==> config.mk <==
export PLATFORM = sky130hd
export DESIGN_NAME = alu_sequencer_flat
export DESIGN_NICKNAME = d
export VERILOG_FILES = /design/src/rtl/alu_pkg.sv /design/src/rtl/alu_sequencer_if.sv /design/src/rtl/alu_flag_reg.sv /design/src/rtl/alu_sequencer.sv /design/src/flat_wrapper.sv
export SDC_FILE = /design/constraint.sdc
export NUM_CORES = 1
export LEC_CHECK = 0
export CORE_UTILIZATION = 53
export DETAILED_ROUTE_END_ITERATION = 10
export DONT_BUFFER_PORTS = 1
export PLACE_DENSITY = 0.71
export SLEW_MARGIN = 25
export SYNTH_ARGS = -nofsm -noshare
export SYNTH_HDL_FRONTEND = slang
export SYNTH_SLANG_ARGS = --single-unit
==> constraint.sdc <==
create_clock -name clk -period 1.15 [get_ports clk]
set_input_delay 0.23 -clock clk [delete_from_list [all_inputs] [get_ports clk]]
set_output_delay 0.23 -clock clk [all_outputs]
set_load 0.01 [all_outputs]
==> src/rtl/alu_pkg.sv <==
// Shared types for the ALU sequencer: opcodes, FSM states, NZCV bit positions.
// Latency: n/a (declarations only). Backpressure: n/a.
// Also holds the rule for which opcodes are allowed to update C and V.
package alu_pkg;

    typedef enum logic [2:0] {
        OP_ADD = 3'd0,
        OP_SLL = 3'd1,
        OP_SRL = 3'd2,
        OP_XOR = 3'd3,
        OP_OR  = 3'd4,
        OP_NOT = 3'd5,
        OP_AND = 3'd6,
        OP_SUB = 3'd7
    } op_t;

    typedef enum logic [1:0] {
        IDLE = 2'd0,
        EXEC = 2'd1,
        RESP = 2'd2
    } state_t;

    localparam int FLAG_N = 3;
    localparam int FLAG_Z = 2;
    localparam int FLAG_C = 1;
    localparam int FLAG_V = 0;

    // Only arithmetic ops produce a meaningful carry/overflow.
    function automatic logic op_sets_cv(input op_t op);
        return (op == OP_ADD) || (op == OP_SUB);
    endfunction

endpackage

==> src/rtl/alu_sequencer_if.sv <==
// Request/response bus between datapath control and the ALU sequencer.
// Latency: n/a (wiring only). Backpressure: req_ready / resp_ready.
// Master = requester, slave = sequencer.
interface alu_sequencer_if #(
    parameter int WIDTH = 3
);
    logic             req_valid;
    logic             req_ready;
    logic [WIDTH-1:0] req_a;
    logic [WIDTH-1:0] req_b;
    logic [2:0]       req_op;
    logic             req_use_carry;
    logic             req_set_flags;
    logic             resp_valid;
    logic             resp_ready;
    logic [WIDTH-1:0] resp_result;
    logic [3:0]       resp_flags;

    modport master (
        output req_valid, req_a, req_b, req_op, req_use_carry, req_set_flags, resp_ready,
        input  req_ready, resp_valid, resp_result, resp_flags
    );

    modport slave (
        input  req_valid, req_a, req_b, req_op, req_use_carry, req_set_flags, resp_ready,
        output req_ready, resp_valid, resp_result, resp_flags
    );
endinterface

==> src/rtl/alu_flag_reg.sv <==
// Architectural NZCV register; N/Z always load on update, C/V only for add/sub.
// Latency: 1 cycle from update to visible flags. Backpressure: none.
// Holds its value whenever update is low.
module alu_flag_reg
    import alu_pkg::*;
(
    input  logic       clk,
    input  logic       rst,
    input  logic       update,
    input  op_t        op,
    input  logic [3:0] nzcv,
    output logic [3:0] flags
);

    always_ff @(posedge clk) begin
        if (rst) begin
            flags <= 4'b0000;
        end else if (update) begin
            flags[FLAG_N] <= nzcv[FLAG_N];
            flags[FLAG_Z] <= nzcv[FLAG_Z];
            if (op_sets_cv(op)) begin
                flags[FLAG_C] <= nzcv[FLAG_C];
                flags[FLAG_V] <= nzcv[FLAG_V];
            end
        end
    end

endmodule

==> src/rtl/alu_sequencer.sv <==
// Issues one registered request to the external ALU and captures result + NZCV.
// Latency: response valid two cycles after the request is first presented; issue interval 3 cycles.
// Backpressure: req_ready low from acceptance until the response is taken; response held while resp_ready low.
module alu_sequencer
    import alu_pkg::*;
#(
    parameter int WIDTH = 3
) (
    input  logic             clk,
    input  logic             rst,
    alu_sequencer_if.slave   req,
    output logic [WIDTH-1:0] alu_a,
    output logic [WIDTH-1:0] alu_b,
    output logic [2:0]       alu_control,
    output logic             alu_carryin,
    input  logic [WIDTH-1:0] alu_result,
    input  logic             alu_n,
    input  logic             alu_z,
    input  logic             alu_c,
    input  logic             alu_v,
    output logic [3:0]       flags
);

    state_t           state;
    logic [WIDTH-1:0] a_q;
    logic [WIDTH-1:0] b_q;
    op_t              op_q;
    logic             set_flags_q;
    logic             carryin_q;
    logic             ready_q;
    logic             resp_valid_q;
    logic [WIDTH-1:0] resp_result_q;
    logic [3:0]       resp_flags_q;
    logic [3:0]       alu_nzcv;

    assign alu_nzcv    = {alu_n, alu_z, alu_c, alu_v};
    assign alu_a       = a_q;
    assign alu_b       = b_q;
    assign alu_control = op_q;
    assign alu_carryin = carryin_q;

    assign req.req_ready   = ready_q;
    assign req.resp_valid  = resp_valid_q;
    assign req.resp_result = resp_result_q;
    assign req.resp_flags  = resp_flags_q;

    always_ff @(posedge clk) begin
        if (rst) begin
            state         <= IDLE;
            ready_q       <= 1'b1;
            resp_valid_q  <= 1'b0;
            resp_result_q <= '0;
            resp_flags_q  <= 4'b0000;
            a_q           <= '0;
            b_q           <= '0;
            op_q          <= OP_ADD;
            set_flags_q   <= 1'b0;
            carryin_q     <= 1'b0;
        end else begin
            case (state)
                IDLE: begin
                    if (req.req_valid) begin
                        a_q         <= req.req_a;
                        b_q         <= req.req_b;
                        op_q        <= op_t'(req.req_op);
                        set_flags_q <= req.req_set_flags;
                        // Flags cannot change before EXEC ends, so the carry-in
                        // seen during EXEC can be resolved at acceptance.
                        carryin_q   <= req.req_use_carry & flags[FLAG_C];
                        ready_q     <= 1'b0;
                        state       <= EXEC;
                    end
                end
                EXEC: begin
                    resp_result_q <= alu_result;
                    resp_flags_q  <= alu_nzcv;
                    resp_valid_q  <= 1'b1;
                    carryin_q     <= 1'b0;
                    state         <= RESP;
                end
                RESP: begin
                    if (req.resp_ready) begin
                        resp_valid_q <= 1'b0;
                        ready_q      <= 1'b1;
                        state        <= IDLE;
                    end
                end
                default: begin
                    ready_q      <= 1'b1;
                    resp_valid_q <= 1'b0;
                    state        <= IDLE;
                end
            endcase
        end
    end

    alu_flag_reg u_flag_reg (
        .clk    (clk),
        .rst    (rst),
        .update (state == EXEC && set_flags_q),
        .op     (op_q),
        .nzcv   (alu_nzcv),
        .flags  (flags)
    );

endmodule

==> src/flat_wrapper.sv <==
// flat-port wrapper written by rule: the top's interface ports become plain ports
module alu_sequencer_flat import alu_pkg::*;
#(
    parameter int WIDTH = 3
)
  (clk, rst, alu_a, alu_b, alu_control, alu_carryin, alu_result, alu_n, alu_z, alu_c, alu_v, flags, req_req_valid, req_req_a, req_req_b, req_req_op, req_req_use_carry, req_req_set_flags, req_resp_ready, req_req_ready, req_resp_valid, req_resp_result, req_resp_flags);
  alu_sequencer_if #(.WIDTH(WIDTH)) req_i ();
  input  logic clk;
  input  logic rst;
  output logic [WIDTH-1:0] alu_a;
  output logic [WIDTH-1:0] alu_b;
  output logic [2:0] alu_control;
  output logic alu_carryin;
  input  logic [WIDTH-1:0] alu_result;
  input  logic alu_n;
  input  logic alu_z;
  input  logic alu_c;
  input  logic alu_v;
  output logic [3:0] flags;
  input wire logic [$bits(req_i.req_valid)-1:0] req_req_valid;
  input wire logic [$bits(req_i.req_a)-1:0] req_req_a;
  input wire logic [$bits(req_i.req_b)-1:0] req_req_b;
  input wire logic [$bits(req_i.req_op)-1:0] req_req_op;
  input wire logic [$bits(req_i.req_use_carry)-1:0] req_req_use_carry;
  input wire logic [$bits(req_i.req_set_flags)-1:0] req_req_set_flags;
  input wire logic [$bits(req_i.resp_ready)-1:0] req_resp_ready;
  output wire logic [$bits(req_i.req_ready)-1:0] req_req_ready;
  output wire logic [$bits(req_i.resp_valid)-1:0] req_resp_valid;
  output wire logic [$bits(req_i.resp_result)-1:0] req_resp_result;
  output wire logic [$bits(req_i.resp_flags)-1:0] req_resp_flags;
  assign req_i.req_valid = req_req_valid;
  assign req_i.req_a = req_req_a;
  assign req_i.req_b = req_req_b;
  assign req_i.req_op = req_req_op;
  assign req_i.req_use_carry = req_req_use_carry;
  assign req_i.req_set_flags = req_req_set_flags;
  assign req_i.resp_ready = req_resp_ready;
  assign req_req_ready = req_i.req_ready;
  assign req_resp_valid = req_i.resp_valid;
  assign req_resp_result = req_i.resp_result;
  assign req_resp_flags = req_i.resp_flags;
  alu_sequencer #(.WIDTH(WIDTH)) u_core (.clk(clk), .rst(rst), .req(req_i), .alu_a(alu_a), .alu_b(alu_b), .alu_control(alu_control), .alu_carryin(alu_carryin), .alu_result(alu_result), .alu_n(alu_n), .alu_z(alu_z), .alu_c(alu_c), .alu_v(alu_v), .flags(flags));
endmodule
Word level (Yosys, flattened, before mapping)
Index checks and enable logic that the tools add are counted.
Widths: inputs -> output; s select.
- input bits: 22
- memories kept: 0
- logic and storage cells: 41
- bits in writable memories: 0
- bits in registers: 26
- bits in latches: 0
- ROM bits: 0
- output and inout bits: 23
- $mul: 0
- bitwise gates (word level): 3
- $lt $le $gt $ge: 0
- add/sub/neg operators: 0
- multiplexer cells: 10
- eq/ne operators: 5
- shift operators: 0
- div/mod/pow operators: 0
- reduce and logical (&&, ||, !) cells: 11
- operator list (cell ; count):
    $reduce_and 2->1 ; 5
    $pmux 1 s3 ; 2
    $pmux 2 s3 ; 1
    $mux 1 ; 4
    $mux 2 ; 2
    $ne 2x2->1 const B ; 2
    $eq 3x3->1 const B ; 1
    $logic_not 3->1 ; 1
    $reduce_and 3->1 ; 1
    $eq 2x1->1 const B ; 1
    $eq 2x2->1 const B ; 1
    $logic_not 2->1 ; 1
    $not 1->1 ; 2
    $pmux 1 s2 ; 1
    $reduce_bool 2->1 ; 1
    $and 1x1->1 ; 1
    $logic_and 1x1->1 ; 1
    $logic_or 1x1->1 ; 1

Longest topological paths before layout
Gate-level depths: netlist of run 1.
- word-level depth: 3
- mapped depth: 4
- depth with buffers taken out: 3

By module
From an unflattened synthesis of run 1, not the netlist that was laid out.
- cell total of the unflattened synthesis: 118
- area, all modules: 1017.2 µm²
- modules (own cells, without submodules) (module ; sequential area each (µm²) ; times used ; cells each ; area an instance (µm²)):
    alu_sequencer ; 440.4 ; 1 ; 101 ; 829.5
    alu_flag_reg ; 80.1 ; 1 ; 17 ; 187.7

Worst setup path after synthesis of run 1
OpenSTA, ideal clock, no wires.
- path kind: reg-to-reg
- start: register u_core.op_q[2] (netlist: u_core.alu_control[2])
- end: register u_core.u_flag_reg.flags[0]
- data required time: 1078 ps
- clock period less this slack: 1152 ps
- library setup time: 72 ps
- path buffers: 0
- cell stages (with the launch flop): 4
- data arrival time: 1080 ps
- path slack: -2 ps
- path through: dfxtp_1 or3_1 a21oi_2 mux2i_1
- longest elaborated chain between the ends: 3
- elaborated cells between the ends (all ways): 4
- classes of those cells: eq/ne (1); reduce/logical (3)
- ends and longest elaborated chain (item ; RTL line ; source):
    from (decl) ; alu_sequencer.sv:27 ; op_t op_q;
    from (signal assigned) ; alu_sequencer.sv:65 ; op_q <= op_t'(req.req_op);
    $eq 3x3->1 or $logic_not 3->1 (tied branches) ; alu_pkg.sv:30 ; return (op == OP_ADD) || (op == OP_SUB);
    $logic_or 1x1->1 * ; alu_pkg.sv:30 ;
    $reduce_and 2->1 (no source line) * ; n/a ;
    to (signal, indexed assignment) ; alu_flag_reg.sv:19 ; flags[FLAG_N] <= nzcv[FLAG_N];
    to (signal, indexed assignment) ; alu_flag_reg.sv:20 ; flags[FLAG_Z] <= nzcv[FLAG_Z];
    to (signal, indexed assignment) ; alu_flag_reg.sv:22 ; flags[FLAG_C] <= nzcv[FLAG_C];
    to (decl) ; alu_flag_reg.sv:12 ; output logic [3:0] flags
Mark *: on every way between the ends. The rest lies on a longest branch, timed or not.
A chain may end at the register's enable or synchronous reset.

Worst setup path in the final report of run 1
- start: register u_core.op_q[2] (netlist: u_core.alu_control[2])
- end: register u_core.u_flag_reg.flags[1]
Same word-level chain as after synthesis.

==> impl_metrics.csv, run 1 <==
group,metric,value,unit
timing,setup_viol,2,
critical_path,setup.worst_path.class,"reg -> reg",
outcome,status,"finished, violations left",
layout,antennaDiodeCount,0,
logic_synthesis,synth_cell_types,21,
timing,rsz0062_at_grt,"true",
layout,nets,141,
job,drv_cap,0,
grt,grt-ovfl-total,0,
layout,layout_common_cells,"nand2_1, dfxtp_1, a21oi_1, nand2b_1",
drt,wl_per_cell,13.8,um
grt,grt_use_total,19.2,%
cts,clock_sinks,26,
pwr,p_leak,0.385,nW
drt,vias,773,
timing,worstMarginPinSlew,0.245,ns
critical_path,critPathCaptureType,"flop",
drt,drt-initial-drc-count,5,
logic_synthesis,synthMuxAreaShare,2.06,%
layout,fill_cells,168,
timing,fin_crit,1.17,ns
layout,final_common_cell,"nand2_1",
logic_synthesis,synthAdderAreaFrac,0,%
critical_path,slowest_stage,"or3_4",
logic_synthesis,synth_seq_area_share,53.6,%
logic_synthesis,synth_compound_area_share,13.0,%
cts,cts_setup_buffers,0,
logic_synthesis,synth_top_family_by_area,"simple AND/OR/NAND/NOR gates",
floorplan,die-area,2010,um^2
layout,syn_to_final_growth,11.9,%
cts,cts_tree,"done",
logic_synthesis,syn_area,971,um^2
logic_synthesis,synth_xor_area_share,0,%
timing,max_freq,852,MHz
floorplan,rows,15,
worst_hold_path,timing.hold.worst.class,"in -> reg",
logic_synthesis,yosysWarnings,0,
critical_path,r2r_slack,-0.02,ns
logic_synthesis,synth-simple-area-share,27.2,%
grt,grt_max_degree,29,
floorplan,die_x,44.8,um
timing,final_hold_viol_count,23,
timing,finalClockSkew,0.00786,ns
timing,worst_slack,-0.0241,ns
timing,fin_crit_sh,102,%
floorplan,coreArea,1730,um^2
logic_synthesis,syn_avg_cell_area,8.37,um^2
critical_path,critPathLaunchType,"flop",
logic_synthesis,synthesis.instances,116,
drt,drtPass1Iterations,4,
placement,routabilityCongestion,0.655,
drt,drt_wl_total,1970,um
critical_path,crit_required,1.40,ns
cts,htree_levels,1,
critical_path,crit_arrival,1.42,ns
layout,drive_gt1_share,16.9,%
logic_synthesis,synth-seq-cells,26,
logic_synthesis,synthesis.nets,138,
drt,postRouteAntennaNets,0,
cts,cts_made_buffers,3,
floorplan,initial_utilization,56.2,%
pwr,p_per_area,1620,nW/um^2
placement,place.port_buffers,0,
grt,grt_pass1_wl,2730,um
timing,slew-limit-headroom,83.6,%
critical_path,crit_path_max_fanout,2,
placement,dp_hpwl,1340,um
pwr,finalPower,1.76,mW
cts,root_buffer,"clkbuf_4",
timing,holdWs,-0.0402,ns
grt,antenna_found_initial,0,
drt,vias_per_cell,5.41,
outcome,violations,"hold timing, setup timing",
timing,slew_viol_final,0,
cts,worstSkewPairLatency,0.31,ns
grt,grt_pass1_vias,633,
pwr,ir_drop,0.000896,V
floorplan,io_pins,45,
critical_path,cpPeakStageDelay,0.39,ns
cts,clk_pin_slew,0.14,ns
critical_path,crit_chain,"or3_4 -> a21oi_4 -> mux2i_1",
floorplan,fp.dieH,44.8,um
drt,drc,0,
cts,clock_path_buffers,2,
area by class of cell:
type                            instances  area, um^2  area share, %
Multi-Input combinational cell         84         445           41.0
Sequential cell                        26         527           48.5
Clock inverter                          1        30.0           2.76
Tap cell                               25        31.3           2.88
Timing Repair Buffer                    4        30.0           2.76
Clock buffer                            3        22.5           2.07
per-layer routing:
layer / GRT usage (%) / part of all wire (%) / vias up
li1: - / - / 388
met1: 21.1 / 41 / 358
met2: 33.8 / 52 / 25
met3: 4.00 / 6.0 / 2
met4: 11.5 / 0.61 / 0
met5: 0 / 0 / -
synth_stat cells, drive strengths merged:
| master | n | area share (%) |
|---|---|---|
| nor3 | 1 | 0.51 |
| and2b | 1 | 0.90 |
| or3b | 1 | 1.2 |
| o21a | 1 | 0.77 |
| nand3 | 5 | 2.6 |
| nand2 | 36 | 14 |
| nand2b | 6 | 3.9 |
| o21ai | 1 | 0.51 |
| dfxtp | 26 | 54 |
| nor2 | 4 | 1.5 |
| nor3b | 1 | 1.3 |
| nand3b | 1 | 0.77 |
| clkbuf | 2 | 0.77 |
| a21oi | 22 | 12 |
| buf | 5 | 3.4 |
| mux2i | 2 | 2.1 |
| or3 | 1 | 0.64 |
final timing paths:
kind | cells after the start | endpoint | start
setup / recovery | 3 | u_core.u_flag_reg.flags[1]$_SDFFE_PP0P_ | u_core.alu_control[2]$_SDFFE_PP0P_
hold / removal | 1 | u_core.alu_control[1]$_SDFFE_PP0P_ | rst
setup reg to reg | 3 | u_core.u_flag_reg.flags[1]$_SDFFE_PP0P_ | u_core.alu_control[2]$_SDFFE_PP0P_
hold reg to reg | 2 | u_core.req.resp_flags[0]$_SDFFE_PP0N_ | u_core.req.resp_flags[0]$_SDFFE_PP0N_
critical path, delay by kind of cell (launching register included):
| kind | cells | cell delay [ns] |
|---|---|---|
| simple gates | 1 | 0.39 |
| flops | 1 | 0.34 |
| compound gates | 1 | 0.19 |
| mux | 1 | 0.19 |
power breakdown:
group	switching, mW	total (mW)	internal, mW
clock network	0.262	0.614	0.352
logic	0.0771	0.146	0.0687
registers	0.0519	1.00	0.948
registers in the layout (all words and copies together) (netlist names):
name / cells
u_core.alu_a: 3
u_core.alu_b: 3
u_core.alu_carryin: 1
u_core.alu_control: 3
u_core.req.req_ready: 1
u_core.req.resp_flags: 4
u_core.req.resp_result: 3
u_core.req.resp_valid: 1
u_core.set_flags_q: 1
u_core.state: 2
u_core.u_flag_reg.flags: 4
through the flow:
stage / utilization (%) / setup WS, ns / std cells / TNS (ns) / area [um^2]
floorplan: - / 0.0137 / 116 / 0 / 971
global placement: 57.5 / 0.00777 / 138 / 0 / 992
detailed placement: 57.5 / -0.00246 / 138 / -0.00246 / 992
CTS: 60.7 / -0.0352 / 142 / -0.0889 / 1050
global route: 62.9 / -0.0612 / 143 / -0.118 / 1090
finish: 62.9 / -0.0241 / 143 / -0.0420 / 1090
logic make-up (layout without fill, tap and decap cells):
family,after synthesis,count (layout)
simple gates,57,58
flops,26,26
compound gates,24,24
buf+inv,7,8
mux,2,2
what timing repair did:
| action | in CTS | in global routing |
|---|---|---|
| gates resized for setup | 2 | 8 |
| endpoints found under the hold margin | 23 | 24 |
| pin swaps | 0 | 2 |
| setup endpoints to repair | 3 | 5 |
| cloned | 0 | 1 |
Note: power is estimated with default switching activity, not from simulation.
==> run 2, diff against run 1 <==
CORE_MARGIN = 2   (was unset)
==> run 2 against run 1 <==
Against the previous run:
- critical endpoint unchanged
- first-iteration DRC count rose by 60%
- routed wire length is 0.20% higher
- clock skew rose by 0.0044 ns
- highest routed layer unchanged
- sequential share of layout area grew 0.16 points
- the run still ends with hold timing, setup timing left
==> impl_metrics.csv, run 2 (synthesis gave the netlist of run 1 again) <==
group,metric,value,unit
layout,final_common_cell,"nand2_1",
grt,grt_pass1_wl,2780,um
grt,grt_pass1_vias,651,
cts,worstSkewPairLatency,0.32,ns
timing,slew-limit-headroom,85.4,%
layout,nets,141,
timing,finalClockSkew,0.0123,ns
critical_path,r2r_slack,-0.02,ns
job,drv_cap,0,
placement,routabilityCongestion,0.673,
cts,cts_setup_buffers,0,
placement,dp_hpwl,1340,um
critical_path,crit_path_max_fanout,2,
cts,cts_tree,"done",
timing,slew_viol_final,0,
worst_hold_path,timing.hold.worst.class,"in -> reg",
floorplan,coreArea,1730,um^2
critical_path,critPathCaptureType,"flop",
floorplan,initial_utilization,56.2,%
cts,root_buffer,"clkbuf_4",
critical_path,cpPeakStageDelay,0.39,ns
critical_path,slowest_stage,"or3_4",
critical_path,crit_required,1.40,ns
timing,worst_slack,-0.0208,ns
pwr,p_per_area,1630,nW/um^2
timing,max_freq,854,MHz
outcome,violations,"hold timing, setup timing",
drt,drt_wl_total,1980,um
timing,fin_crit_sh,102,%
critical_path,critPathLaunchType,"flop",
cts,cts_made_buffers,3,
drt,vias,756,
layout,fill_cells,175,
timing,worstMarginPinSlew,0.218,ns
cts,htree_levels,1,
drt,drtPass1Iterations,5,
layout,seqCellArea,526,um^2
layout,antennaDiodeCount,0,
floorplan,rows,15,
timing,final_hold_viol_count,23,
cts,clk_pin_slew,0.14,ns
timing,fin_crit,1.17,ns
layout,syn_to_final_growth,11.2,%
timing,rsz0062_at_grt,"true",
timing,setup_viol,2,
floorplan,die-area,2190,um^2
drt,wl_per_cell,13.8,um
placement,place.port_buffers,0,
floorplan,io_pins,45,
outcome,status,"finished, violations left",
drt,vias_per_cell,5.29,
layout,multiInputGateArea,437,um^2
cts,clock_path_buffers,2,
layout,drive_gt1_share,14.4,%
grt,antenna_found_initial,0,
floorplan,fp.dieH,46.8,um
cts,clock_sinks,26,
critical_path,setup.worst_path.class,"reg -> reg",
grt,grt_max_degree,29,
critical_path,critical-path-top-delay-family,"simple AND/OR/NAND/NOR gates",
timing,fin_tns_setup,-0.0300,ns
placement,dp_worst_setup_slack,0.00454,ns
grt,grt-ovfl-total,0,
layout,layout_common_cells,"nand2_1, dfxtp_1, a21oi_1, nand3_1, nand2b_1",
timing,holdWs,-0.0474,ns
critical_path,crit_chain,"or3_4 -> a21oi_4 -> mux2i_1",
floorplan,die_x,46.8,um
critical_path,path_buf_inv,0,
critical_path,crit_arrival,1.42,ns
drt,drc,0,
pwr,p_leak,0.386,nW
drt,drt-initial-drc-count,8,
drt,postRouteAntennaNets,0,
grt,grt_use_total,18.7,%
pwr,ir_drop,0.00125,V
## run 2: cell counts in the layout (fill, tap and decap cells not counted)
Identical to the previous run, type by type.
## run 2: worst reg2reg max path: stages (launching register included)
cell	delay [ns]
dfxtp_1	0.33
or3_4	0.39
a21oi_4	0.19
mux2i_1	0.20
## run 2: report_power, final
group	internal [mW]	leakage (nW)	switching, mW
Combinational	0.0707	0.144	0.0789
Clock	0.352	0.0279	0.263
Sequential	0.947	0.214	0.0510
Total	1.37	0.386	0.393
## run 2: metal layers
layer / routed length (um) / vias to the layer above / track usage, % / share of wire (%)
met4: 29 / 0 / 11.7 / 1.5
met2: 981 / 29 / 31.5 / 50
li1: - / 386 / - / -
met3: 145 / 4 / 3.85 / 7.3
met5: 0 / - / 0 / 0
met1: 820 / 337 / 21.4 / 41
## run 2: path summary, 6_finish.rpt
| check | startpoint | end | cells after the start |
|---|---|---|---|
| worst min register to register | u_core.req.resp_result[1]$_SDFFE_PP0N_ | u_core.req.resp_result[1]$_SDFFE_PP0N_ | 2 |
| worst max-delay path | u_core.alu_control[2]$_SDFFE_PP0P_ | u_core.u_flag_reg.flags[1]$_SDFFE_PP0P_ | 3 |
| worst max register to register | u_core.alu_control[2]$_SDFFE_PP0P_ | u_core.u_flag_reg.flags[1]$_SDFFE_PP0P_ | 3 |
| worst min-delay path | rst | u_core.req.resp_flags[0]$_SDFFE_PP0N_ | 1 |
## run 2: cell type report
class | instances | share of cell area (%)
Clock buffer | 3 | 2.09
Clock inverter | 1 | 2.78
Multi-Input combinational cell | 84 | 40.4
Sequential cell | 26 | 48.7
Tap cell | 25 | 2.90
Timing Repair Buffer | 4 | 3.13
## run 2: stage by stage
step / power (mW) / std cells / util, % / hold slack, ns / instance area (um^2)
CTS: 1.76 / 143 / 61.2 / -0.0538 / 1060
detailed placement: 1.15 / 138 / 57.5 / 0.304 / 992
finish: 1.76 / 143 / 62.5 / -0.0474 / 1080
global placement: 1.14 / 138 / 57.5 / 0.302 / 992
global route: 1.84 / 143 / 62.5 / -0.0704 / 1080
floorplan: 1.13 / 116 / - / 0.366 / 971
## run 2: timing repair
item / CTS / global route
pin swaps: 1 / 2
setup endpoints to repair: 5 / 11
cloned: 1 / 0
endpoints found under the hold margin: 23 / 24
gates resized for setup: 2 / 6
